==> src/rtl/dmem_arb_pkg.sv <==
// -----------------------------------------------------------------------------
// dmem_arb_pkg
// Shared types and constants for the data-memory arbiter slice.
//   owner_e    : which requester a pending read response belongs to
//   STARVE_W   : width of the loader starvation counter (holds 0..15)
//   be_width() : byte-enable width for a given data width
//   DMEM_BE_W  : byte-enable width for the default 32-bit data path
// -----------------------------------------------------------------------------
package dmem_arb_pkg;

    typedef enum logic {
        OWN_CORE = 1'b0,
        OWN_LDR  = 1'b1
    } owner_e;

    localparam int STARVE_W = 4;
    localparam int DEF_DW   = 32;

    function automatic int be_width(input int dw);
        return dw / 8;
    endfunction

    localparam int DMEM_BE_W = be_width(DEF_DW);

endpackage

==> src/rtl/dmem_arbiter_if.sv <==
// -----------------------------------------------------------------------------
// dmem_arbiter_if
// Bundles the two requester ports, the loader lock and the SRAM port of the
// data-memory arbiter.
//   master : requester/SRAM side (drives requests and SRAM read data)
//   slave  : arbiter side (drives grants, responses and the SRAM command)
// Parameters: AW byte address width, DW data width (byte enables are DW/8).
// -----------------------------------------------------------------------------
interface dmem_arbiter_if #(
    parameter int AW = 32,
    parameter int DW = 32
);
    localparam int BW = DW / 8;

    logic          ldr_lock_i;

    logic          core_req_i;
    logic [BW-1:0] core_we_i;
    logic [AW-1:0] core_addr_i;
    logic [DW-1:0] core_wdata_i;
    logic          core_gnt_o;
    logic          core_rvalid_o;
    logic [DW-1:0] core_rdata_o;

    logic          ldr_req_i;
    logic [BW-1:0] ldr_we_i;
    logic [AW-1:0] ldr_addr_i;
    logic [DW-1:0] ldr_wdata_i;
    logic          ldr_gnt_o;
    logic          ldr_rvalid_o;
    logic [DW-1:0] ldr_rdata_o;

    logic          dmemen_o;
    logic [BW-1:0] dmemwe_o;
    logic [AW-1:0] dmemaddr_o;
    logic [DW-1:0] dmemdata_o;
    logic [DW-1:0] dmem_rdata_i;

    modport master (
        output ldr_lock_i,
        output core_req_i, core_we_i, core_addr_i, core_wdata_i,
        input  core_gnt_o, core_rvalid_o, core_rdata_o,
        output ldr_req_i, ldr_we_i, ldr_addr_i, ldr_wdata_i,
        input  ldr_gnt_o, ldr_rvalid_o, ldr_rdata_o,
        input  dmemen_o, dmemwe_o, dmemaddr_o, dmemdata_o,
        output dmem_rdata_i
    );

    modport slave (
        input  ldr_lock_i,
        input  core_req_i, core_we_i, core_addr_i, core_wdata_i,
        output core_gnt_o, core_rvalid_o, core_rdata_o,
        input  ldr_req_i, ldr_we_i, ldr_addr_i, ldr_wdata_i,
        output ldr_gnt_o, ldr_rvalid_o, ldr_rdata_o,
        output dmemen_o, dmemwe_o, dmemaddr_o, dmemdata_o,
        input  dmem_rdata_i
    );

endinterface

==> src/rtl/dmem_arb_starve_cnt.sv <==
// -----------------------------------------------------------------------------
// dmem_arb_starve_cnt
// Counts consecutive core grants while the loader is waiting, saturating at
// STARVE_MAX. starve_hit tells the arbiter to hand the port to the loader.
//   clk, rstn  : clock, synchronous active-low reset
//   core_gnt   : core won the port this cycle
//   ldr_req    : loader is requesting
//   ldr_gnt    : loader won the port this cycle
//   lock       : loader owns the port exclusively (no starvation possible)
//   starve_hit : counter has reached STARVE_MAX
// -----------------------------------------------------------------------------
module dmem_arb_starve_cnt
    import dmem_arb_pkg::*;
#(
    parameter int STARVE_MAX = 4
) (
    input  logic clk,
    input  logic rstn,
    input  logic core_gnt,
    input  logic ldr_req,
    input  logic ldr_gnt,
    input  logic lock,
    output logic starve_hit
);

    localparam logic [STARVE_W-1:0] CNT_MAX = STARVE_W'(STARVE_MAX);

    logic [STARVE_W-1:0] cnt_reg;
    logic [STARVE_W-1:0] cnt_next;

    always_comb begin
        cnt_next = cnt_reg;
        // Any cycle where the loader is served, not waiting, or locked in
        // restarts the count of core wins it has sat through.
        if (ldr_gnt || !ldr_req || lock) begin
            cnt_next = '0;
        end else if (core_gnt && (cnt_reg != CNT_MAX)) begin
            cnt_next = cnt_reg + 1'b1;
        end
    end

    always_ff @(posedge clk) begin
        if (!rstn) begin
            cnt_reg <= '0;
        end else begin
            cnt_reg <= cnt_next;
        end
    end

    assign starve_hit = (cnt_reg == CNT_MAX);

endmodule

==> src/rtl/dmem_arbiter.sv <==
// -----------------------------------------------------------------------------
// dmem_arbiter
// Shares one synchronous-SRAM data port between the core pipeline and the
// boot/debug loader. Core has fixed priority; after STARVE_MAX consecutive
// core wins over a waiting loader, the loader is forced through. Read data
// (one cycle after the enabled read) is steered back to the issuing side.
//   clk_i  : clock
//   rstn_i : synchronous active-low reset
//   bus    : requester ports, loader lock and SRAM port (slave modport)
// Parameters: AW address width, DW data width, STARVE_MAX (1..15).
// -----------------------------------------------------------------------------
module dmem_arbiter
    import dmem_arb_pkg::*;
#(
    parameter int AW         = 32,
    parameter int DW         = 32,
    parameter int STARVE_MAX = 4
) (
    input  logic            clk_i,
    input  logic            rstn_i,
    dmem_arbiter_if.slave   bus
);

    localparam int BW = DW / 8;

    logic   core_gnt;
    logic   ldr_gnt;
    logic   starve_hit;

    logic   rsp_valid_reg;
    logic   rsp_valid_next;
    owner_e rsp_owner_reg;
    owner_e rsp_owner_next;

    dmem_arb_starve_cnt #(
        .STARVE_MAX (STARVE_MAX)
    ) u_starve_cnt (
        .clk        (clk_i),
        .rstn       (rstn_i),
        .core_gnt   (core_gnt),
        .ldr_req    (bus.ldr_req_i),
        .ldr_gnt    (ldr_gnt),
        .lock       (bus.ldr_lock_i),
        .starve_hit (starve_hit)
    );

    // Grant decision, highest priority first.
    always_comb begin
        core_gnt = 1'b0;
        ldr_gnt  = 1'b0;
        if (bus.ldr_lock_i) begin
            ldr_gnt = bus.ldr_req_i;
        end else if (bus.ldr_req_i && starve_hit) begin
            ldr_gnt = 1'b1;
        end else if (bus.core_req_i) begin
            core_gnt = 1'b1;
        end else if (bus.ldr_req_i) begin
            ldr_gnt = 1'b1;
        end
    end

    assign bus.core_gnt_o = core_gnt;
    assign bus.ldr_gnt_o  = ldr_gnt;
    assign bus.dmemen_o   = core_gnt | ldr_gnt;

    // SRAM command mux, one byte lane at a time. Grants are one-hot, so an
    // AND-OR mux yields zero on every lane when nobody is granted.
    genvar gi;
    generate
        for (gi = 0; gi < BW; gi++) begin : g_lane
            assign bus.dmemwe_o[gi] = (core_gnt & bus.core_we_i[gi])
                                    | (ldr_gnt  & bus.ldr_we_i[gi]);
            assign bus.dmemdata_o[gi*8 +: 8] =
                  ({8{core_gnt}} & bus.core_wdata_i[gi*8 +: 8])
                | ({8{ldr_gnt}}  & bus.ldr_wdata_i[gi*8 +: 8]);
        end
    endgenerate

    assign bus.dmemaddr_o = ({AW{core_gnt}} & bus.core_addr_i)
                          | ({AW{ldr_gnt}}  & bus.ldr_addr_i);

    // A granted access with no byte enables is a read; remember who issued
    // it so the SRAM data next cycle goes back to the right side.
    always_comb begin
        rsp_valid_next = (core_gnt && (bus.core_we_i == '0))
                      || (ldr_gnt  && (bus.ldr_we_i  == '0));
        rsp_owner_next = rsp_owner_reg;
        if (rsp_valid_next) begin
            rsp_owner_next = ldr_gnt ? OWN_LDR : OWN_CORE;
        end
    end

    always_ff @(posedge clk_i) begin
        if (!rstn_i) begin
            rsp_valid_reg <= 1'b0;
            rsp_owner_reg <= OWN_CORE;
        end else begin
            rsp_valid_reg <= rsp_valid_next;
            rsp_owner_reg <= rsp_owner_next;
        end
    end

    logic core_rsp;
    logic ldr_rsp;

    assign core_rsp = rsp_valid_reg && (rsp_owner_reg == OWN_CORE);
    assign ldr_rsp  = rsp_valid_reg && (rsp_owner_reg == OWN_LDR);

    assign bus.core_rvalid_o = core_rsp;
    assign bus.ldr_rvalid_o  = ldr_rsp;
    assign bus.core_rdata_o  = core_rsp ? bus.dmem_rdata_i : '0;
    assign bus.ldr_rdata_o   = ldr_rsp  ? bus.dmem_rdata_i : '0;

endmodule

==> src/flat_wrapper.sv <==
// flat-port wrapper written by rule: the top's interface ports become plain ports
module dmem_arbiter_flat import dmem_arb_pkg::*;
#(
    parameter int AW         = 32,
    parameter int DW         = 32,
    parameter int STARVE_MAX = 4
)
  (clk_i, rstn_i, bus_ldr_lock_i, bus_core_req_i, bus_core_we_i, bus_core_addr_i, bus_core_wdata_i, bus_core_gnt_o, bus_core_rvalid_o, bus_core_rdata_o, bus_ldr_req_i, bus_ldr_we_i, bus_ldr_addr_i, bus_ldr_wdata_i, bus_ldr_gnt_o, bus_ldr_rvalid_o, bus_ldr_rdata_o, bus_dmemen_o, bus_dmemwe_o, bus_dmemaddr_o, bus_dmemdata_o, bus_dmem_rdata_i);
  dmem_arbiter_if #(.AW(AW), .DW(DW)) bus_i ();
  input  logic clk_i;
  input  logic rstn_i;
  input wire logic [$bits(bus_i.ldr_lock_i)-1:0] bus_ldr_lock_i;
  input wire logic [$bits(bus_i.core_req_i)-1:0] bus_core_req_i;
  input wire logic [$bits(bus_i.core_we_i)-1:0] bus_core_we_i;
  input wire logic [$bits(bus_i.core_addr_i)-1:0] bus_core_addr_i;
  input wire logic [$bits(bus_i.core_wdata_i)-1:0] bus_core_wdata_i;
  output wire logic [$bits(bus_i.core_gnt_o)-1:0] bus_core_gnt_o;
  output wire logic [$bits(bus_i.core_rvalid_o)-1:0] bus_core_rvalid_o;
  output wire logic [$bits(bus_i.core_rdata_o)-1:0] bus_core_rdata_o;
  input wire logic [$bits(bus_i.ldr_req_i)-1:0] bus_ldr_req_i;
  input wire logic [$bits(bus_i.ldr_we_i)-1:0] bus_ldr_we_i;
  input wire logic [$bits(bus_i.ldr_addr_i)-1:0] bus_ldr_addr_i;
  input wire logic [$bits(bus_i.ldr_wdata_i)-1:0] bus_ldr_wdata_i;
  output wire logic [$bits(bus_i.ldr_gnt_o)-1:0] bus_ldr_gnt_o;
  output wire logic [$bits(bus_i.ldr_rvalid_o)-1:0] bus_ldr_rvalid_o;
  output wire logic [$bits(bus_i.ldr_rdata_o)-1:0] bus_ldr_rdata_o;
  output wire logic [$bits(bus_i.dmemen_o)-1:0] bus_dmemen_o;
  output wire logic [$bits(bus_i.dmemwe_o)-1:0] bus_dmemwe_o;
  output wire logic [$bits(bus_i.dmemaddr_o)-1:0] bus_dmemaddr_o;
  output wire logic [$bits(bus_i.dmemdata_o)-1:0] bus_dmemdata_o;
  input wire logic [$bits(bus_i.dmem_rdata_i)-1:0] bus_dmem_rdata_i;
  assign bus_i.ldr_lock_i = bus_ldr_lock_i;
  assign bus_i.core_req_i = bus_core_req_i;
  assign bus_i.core_we_i = bus_core_we_i;
  assign bus_i.core_addr_i = bus_core_addr_i;
  assign bus_i.core_wdata_i = bus_core_wdata_i;
  assign bus_core_gnt_o = bus_i.core_gnt_o;
  assign bus_core_rvalid_o = bus_i.core_rvalid_o;
  assign bus_core_rdata_o = bus_i.core_rdata_o;
  assign bus_i.ldr_req_i = bus_ldr_req_i;
  assign bus_i.ldr_we_i = bus_ldr_we_i;
  assign bus_i.ldr_addr_i = bus_ldr_addr_i;
  assign bus_i.ldr_wdata_i = bus_ldr_wdata_i;
  assign bus_ldr_gnt_o = bus_i.ldr_gnt_o;
  assign bus_ldr_rvalid_o = bus_i.ldr_rvalid_o;
  assign bus_ldr_rdata_o = bus_i.ldr_rdata_o;
  assign bus_dmemen_o = bus_i.dmemen_o;
  assign bus_dmemwe_o = bus_i.dmemwe_o;
  assign bus_dmemaddr_o = bus_i.dmemaddr_o;
  assign bus_dmemdata_o = bus_i.dmemdata_o;
  assign bus_i.dmem_rdata_i = bus_dmem_rdata_i;
  dmem_arbiter #(.AW(AW), .DW(DW), .STARVE_MAX(STARVE_MAX)) u_core (.clk_i(clk_i), .rstn_i(rstn_i), .bus(bus_i));
endmodule
==> config.mk <==
export PLATFORM = sky130hd
export DESIGN_NAME = dmem_arbiter_flat
export DESIGN_NICKNAME = d
export VERILOG_FILES = /design/src/rtl/dmem_arb_pkg.sv /design/src/rtl/dmem_arbiter_if.sv /design/src/rtl/dmem_arb_starve_cnt.sv /design/src/rtl/dmem_arbiter.sv /design/src/flat_wrapper.sv
export SDC_FILE = /design/constraint.sdc
export NUM_CORES = 1
export LEC_CHECK = 0
export CAP_MARGIN = 20
export CORE_AREA = 2 2 119 121
export CTS_CLUSTER_DIAMETER = 120
export DETAILED_ROUTE_END_ITERATION = 16
export DIE_AREA = 0 0 121 123
export PLACE_DENSITY_LB_ADDON = 0.05
export SLEW_MARGIN = 40
export SYNTH_ARGS = -nofsm -noshare
export SYNTH_HDL_FRONTEND = slang
export SYNTH_HIERARCHICAL = 1
export SYNTH_SLANG_ARGS = --single-unit
==> constraint.sdc <==
create_clock -name clk_i -period 2.2 [get_ports clk_i]
set_input_delay 0.22 -clock clk_i [delete_from_list [all_inputs] [get_ports clk_i]]
set_output_delay 0.22 -clock clk_i [all_outputs]
set_load 0.03 [all_outputs]
==> results of run 1 <==
[cell type report]
cell class / instances / area (um^2) / area share [%]
clock buffer: 3 / 75.1 / 1.54
inverter: 6 / 22.5 / 0.463
multi-input combinational: 164 / 1250 / 25.6
sequential: 6 / 123 / 2.52
tap: 180 / 225 / 4.63
timing repair buffer: 325 / 3170 / 65.2
[final timing paths]
kind / startpoint / endpoint / slack (ns) / cells after the start
worst min-delay path: u_core/u_starve_cnt/cnt_reg[3]$_SDFFE_PP0P_ / u_core/u_starve_cnt/cnt_reg[3]$_SDFFE_PP0P_ / 0.48 / 2
worst max register to register: u_core/u_starve_cnt/cnt_reg[0]$_SDFFE_PP0P_ / u_core/u_starve_cnt/cnt_reg[2]$_SDFFE_PP0P_ / 0.27 / 9
worst max-delay path: u_core/u_starve_cnt/cnt_reg[0]$_SDFFE_PP0P_ / bus_dmemwe_o[0] / 0.05 / 9
worst min register to register: u_core/u_starve_cnt/cnt_reg[3]$_SDFFE_PP0P_ / u_core/u_starve_cnt/cnt_reg[3]$_SDFFE_PP0P_ / 0.48 / 2
[timing repair]
action | 4_1_cts | 5_1_grt
setup buffers | 1 | 2
gates cloned | 1 | 4
hold buffers | 0 | 0
pin swaps | 0 | 1
gates resized for setup | 5 | 3
endpoints found under the setup margin | 61 | 41
[stage by stage]
step                      utilization, %  area, um^2
final                               35.8        4870
after global placement              33.8        4600
after global routing                35.8        4870
after CTS                           34.7        4720
after floorplan                        -        1490
after detailed placement            33.8        4600
[routing by layer]
| metal | track usage (%) | up-vias | wire [um] |
|---|---|---|---|
| met5 | 0 | - | 13 |
| li1 | - | 1380 | - |
| met1 | 14.0 | 1292 | 4170 |
| met4 | 1.96 | 2 | 55 |
| met2 | 29.3 | 170 | 7030 |
| met3 | 3.78 | 6 | 1060 |
[critical path: stages (launching register included)]
cell	delay, ns
sky130_fd_sc_hd__dfxtp_2	0.34
sky130_fd_sc_hd__inv_1	0.06
sky130_fd_sc_hd__ha_1	0.21
sky130_fd_sc_hd__nand3b_1	0.13
sky130_fd_sc_hd__inv_2	0.08
sky130_fd_sc_hd__a21oi_4	0.15
sky130_fd_sc_hd__buf_12	0.15
sky130_fd_sc_hd__buf_12	0.17
sky130_fd_sc_hd__mux2i_4	0.26
sky130_fd_sc_hd__buf_12	0.14
[cell usage in the layout, fill, tap and decap left out]
cell type	n
sky130_fd_sc_hd__a31oi_1	1
sky130_fd_sc_hd__a21oi_1	1
sky130_fd_sc_hd__inv_2	1
sky130_fd_sc_hd__o21ai_0	1
sky130_fd_sc_hd__and3_1	32
sky130_fd_sc_hd__buf_4	103
sky130_fd_sc_hd__clkbuf_16	7
sky130_fd_sc_hd__mux2i_4	1
sky130_fd_sc_hd__nor2b_1	1
sky130_fd_sc_hd__nor4_1	2
sky130_fd_sc_hd__nand2b_1	1
sky130_fd_sc_hd__clkdlybuf4s50_1	206
sky130_fd_sc_hd__a21boi_1	1
sky130_fd_sc_hd__and4bb_2	1
sky130_fd_sc_hd__a21oi_4	1
sky130_fd_sc_hd__o211ai_1	1
sky130_fd_sc_hd__nand2b_4	1
sky130_fd_sc_hd__dfxtp_1	4
sky130_fd_sc_hd__nand4_1	1
sky130_fd_sc_hd__ha_1	2
sky130_fd_sc_hd__buf_6	1
sky130_fd_sc_hd__or3_1	1
sky130_fd_sc_hd__o21a_4	1
sky130_fd_sc_hd__nand3b_1	2
sky130_fd_sc_hd__inv_1	5
sky130_fd_sc_hd__buf_12	10
sky130_fd_sc_hd__a221oi_1	1
sky130_fd_sc_hd__dfxtp_2	2
sky130_fd_sc_hd__a22o_1	67
sky130_fd_sc_hd__buf_16	1
sky130_fd_sc_hd__mux2i_1	2
sky130_fd_sc_hd__and2_1	34
sky130_fd_sc_hd__nand2_1	8
[power groups by stage]
stage	registers [uW]	logic, uW	clock network [uW]
2_1_floorplan	113	383	0
3_3_place_gp	112	933	0
3_5_place_dp	112	929	0
4_1_cts	111	946	300
5_1_grt	111	1020	312
6_report	111	974	297
[logic make-up (layout without fill, tap and decap cells)]
kind of cell               count (synthesis)  in the layout
DFF                                        6              6
AOI/OAI and AO/OA                         75             75
buffers and inverters                     29            334
muxes                                      3              3
and+or+nand+nor                           84             84
adders and majority gates                  2              2
==> summary by stage, run 1 <==
Timing
The worst-margin pin slew is 0.416 ns. The final clock skew is 0.00188 ns. The number of slew-limit violations in the final report was 0.

Measured against its own limit, the worst slew margin works out to 72.0%. The worst path needs 2.15 ns of the cycle, external delays included. The setup total negative slack is 0 ns. The portion of the clock cycle consumed by the worst path in the final layout is 97.8%.

The number of failing hold endpoints at the final stage is 0. The maximum operating frequency is 465 MHz. Setup repair after global routing could not meet its margin everywhere. The worst hold margin is 0.477 ns. The final setup slack of the worst path is 0.0483 ns.

Setup violations remaining at the end of the flow were counted as 0.

Floorplanning
The floorplan step set the die width to 121 um. The core area is 13600 um^2. Row generation in the floorplan step produced 43 rows. Once the floorplan was initialized, standard cells occupied 10.9% of the core.

The vertical die dimension is 123 um. Pin placement for this block handled 310 I/O pins. The die area is 14900 um^2.

Place
The port buffer count is 309. The setup slack at placement is 0.213 ns. The cell count after placement is 673. The wire-length estimate of the detail-placed layout is 9.66 mm. The placer's final routability congestion estimate is 0.747.

Global route
The number of global-route vias before repair is 2839. The total overflow reported by the global router is 0. The total track usage is 14.1%.

Entering global routing, the biggest net connects 52 pins. The first global-routing pass estimated 16.2 mm of wire. The initial antenna violation count is 1.

Setup path
The launching element type of the critical path is a register. For the worst setup path, the data required time is 1.98 ns. By startpoint and endpoint, the worst setup path is classified as reg2out.

The data arrival time of the critical path is 1.93 ns. Along the worst path, the maximum fanout reaches 22. STA classifies the critical path endpoint as an output pin.

Clock tree
The clock transition at the registers of the reported paths is 0.03 ns. Clock tree synthesis found a total of 6 sinks. TritonCTS built the clock tree.

The later-pin clock latency in the skew report is 0.23 ns. The buffer depth of the longest clock path is 2. The H-tree depth reported by CTS is 1. The tree is rooted in a sky130_fd_sc_hd__clkbuf_16. The number of buffers added by the clock tree synthesis step is 3.

Power and ir drop
The clock share of power is 21.5%. The power dissipated by switching net loads is 497 uW. The proportion of power drawn by combinational gates is 70.5%.

The worst vdd rail ir drop is 0.226 mV. The internal power consumption is 885 uW. The part of the total power dissipated in sequential elements is 8.0%. The sum of internal, switching and leakage power is 1380 uW. The total leakage power is 0.00221 uW. Dividing total power by cell area gives a power density of 284 nW/um^2. In this run switching power makes up 36.0% of total power.

Drt
Using the TritonRoute via totals, the vias-per-cell ratio works out to 4.17. The initial detailed-routing violation count is 95. The post-route antenna net violation count is 0. The detailed router placed 2850 vias in this run. The count of TritonRoute iterations in the first routing pass is 3. Dividing the detail-routed wire length by the instance count gives 18.0 um. In the routed design, unresolved DRC markers number 0.

The routed wire length is 12.3 mm.

Logic synthesis
The most common cell in the synthesized netlist is sky130_fd_sc_hd__a22o_1. The post-synthesis simple-gate area fraction is 35.1%. The xor/xnor share of the synthesized area is 0%.

After synthesis, the cell types taking the most area are sky130_fd_sc_hd__a22o_1 (39%), sky130_fd_sc_hd__and2_1 (14%), sky130_fd_sc_hd__and3_1 (13%). Yosys printed 6 warnings. Sequential elements use 8.08% of the synthesized area.

Ranked by instance count, the synthesized netlist is headed by sky130_fd_sc_hd__a22o_1 (67), sky130_fd_sc_hd__and2_1 (34), sky130_fd_sc_hd__and3_1 (32). Synthesis handed over a netlist of 199 instances. The proportion of synthesized area in mux cells is 2.02%. The distinct cell type count of the synthesized netlist is 27. The synthesized design contains 0 enable-type register cells.

The synthesized area is 1490 um^2. Summing the areas of all compound-gate instances in the mapped netlist gives 43.3% of the synthesized area. The async set-reset flop share out of synthesis is 0%. The largest area contributor in the netlist is sky130_fd_sc_hd__a22o_1. The synthesized netlist devotes 1.68% of its cell area to adder and majority cells.

The flip-flop and latch count after synthesis is 6. By area, the combinational part of the netlist is dominated by compound AO/OA/AOI/OAI gates. After synthesis, the mean cell area works out to 7.47 um^2.

Of the post-synthesis cell area, the dominant cell type holds 39.5%. The net count of the mapped netlist is 374. The primary flip-flop cell chosen by synthesis mapping is sky130_fd_sc_hd__dfxtp_1.

Layout
The total of fill cells in the finished design is 1420. The area growth from synthesis to final layout is 227%. The count of inserted antenna diode cells is 0. The post-layout net count is 681. Cells with a size suffix above 1 make up 25.8% of the layout. The flip-flop count of the largest register, all copies and words added is 4. For this run, the number of standard cells in the final layout without fillers is 684.

Min path
The class of the tightest hold or removal check is reg2reg.

Run
Max-cap violations in this run came to 0.

Status
The flow ran to the end, and the final reports show no timing, DRC or antenna violations.
No activity file was read; power rests on OpenSTA's default activity.
==> inputs of run 2 (changes only) <==
Settings changed: GPL_ROUTABILITY_DRIVEN set to 0.
==> results of run 2 <==
Final layout, timing and power as in run 1 (identical DEF).
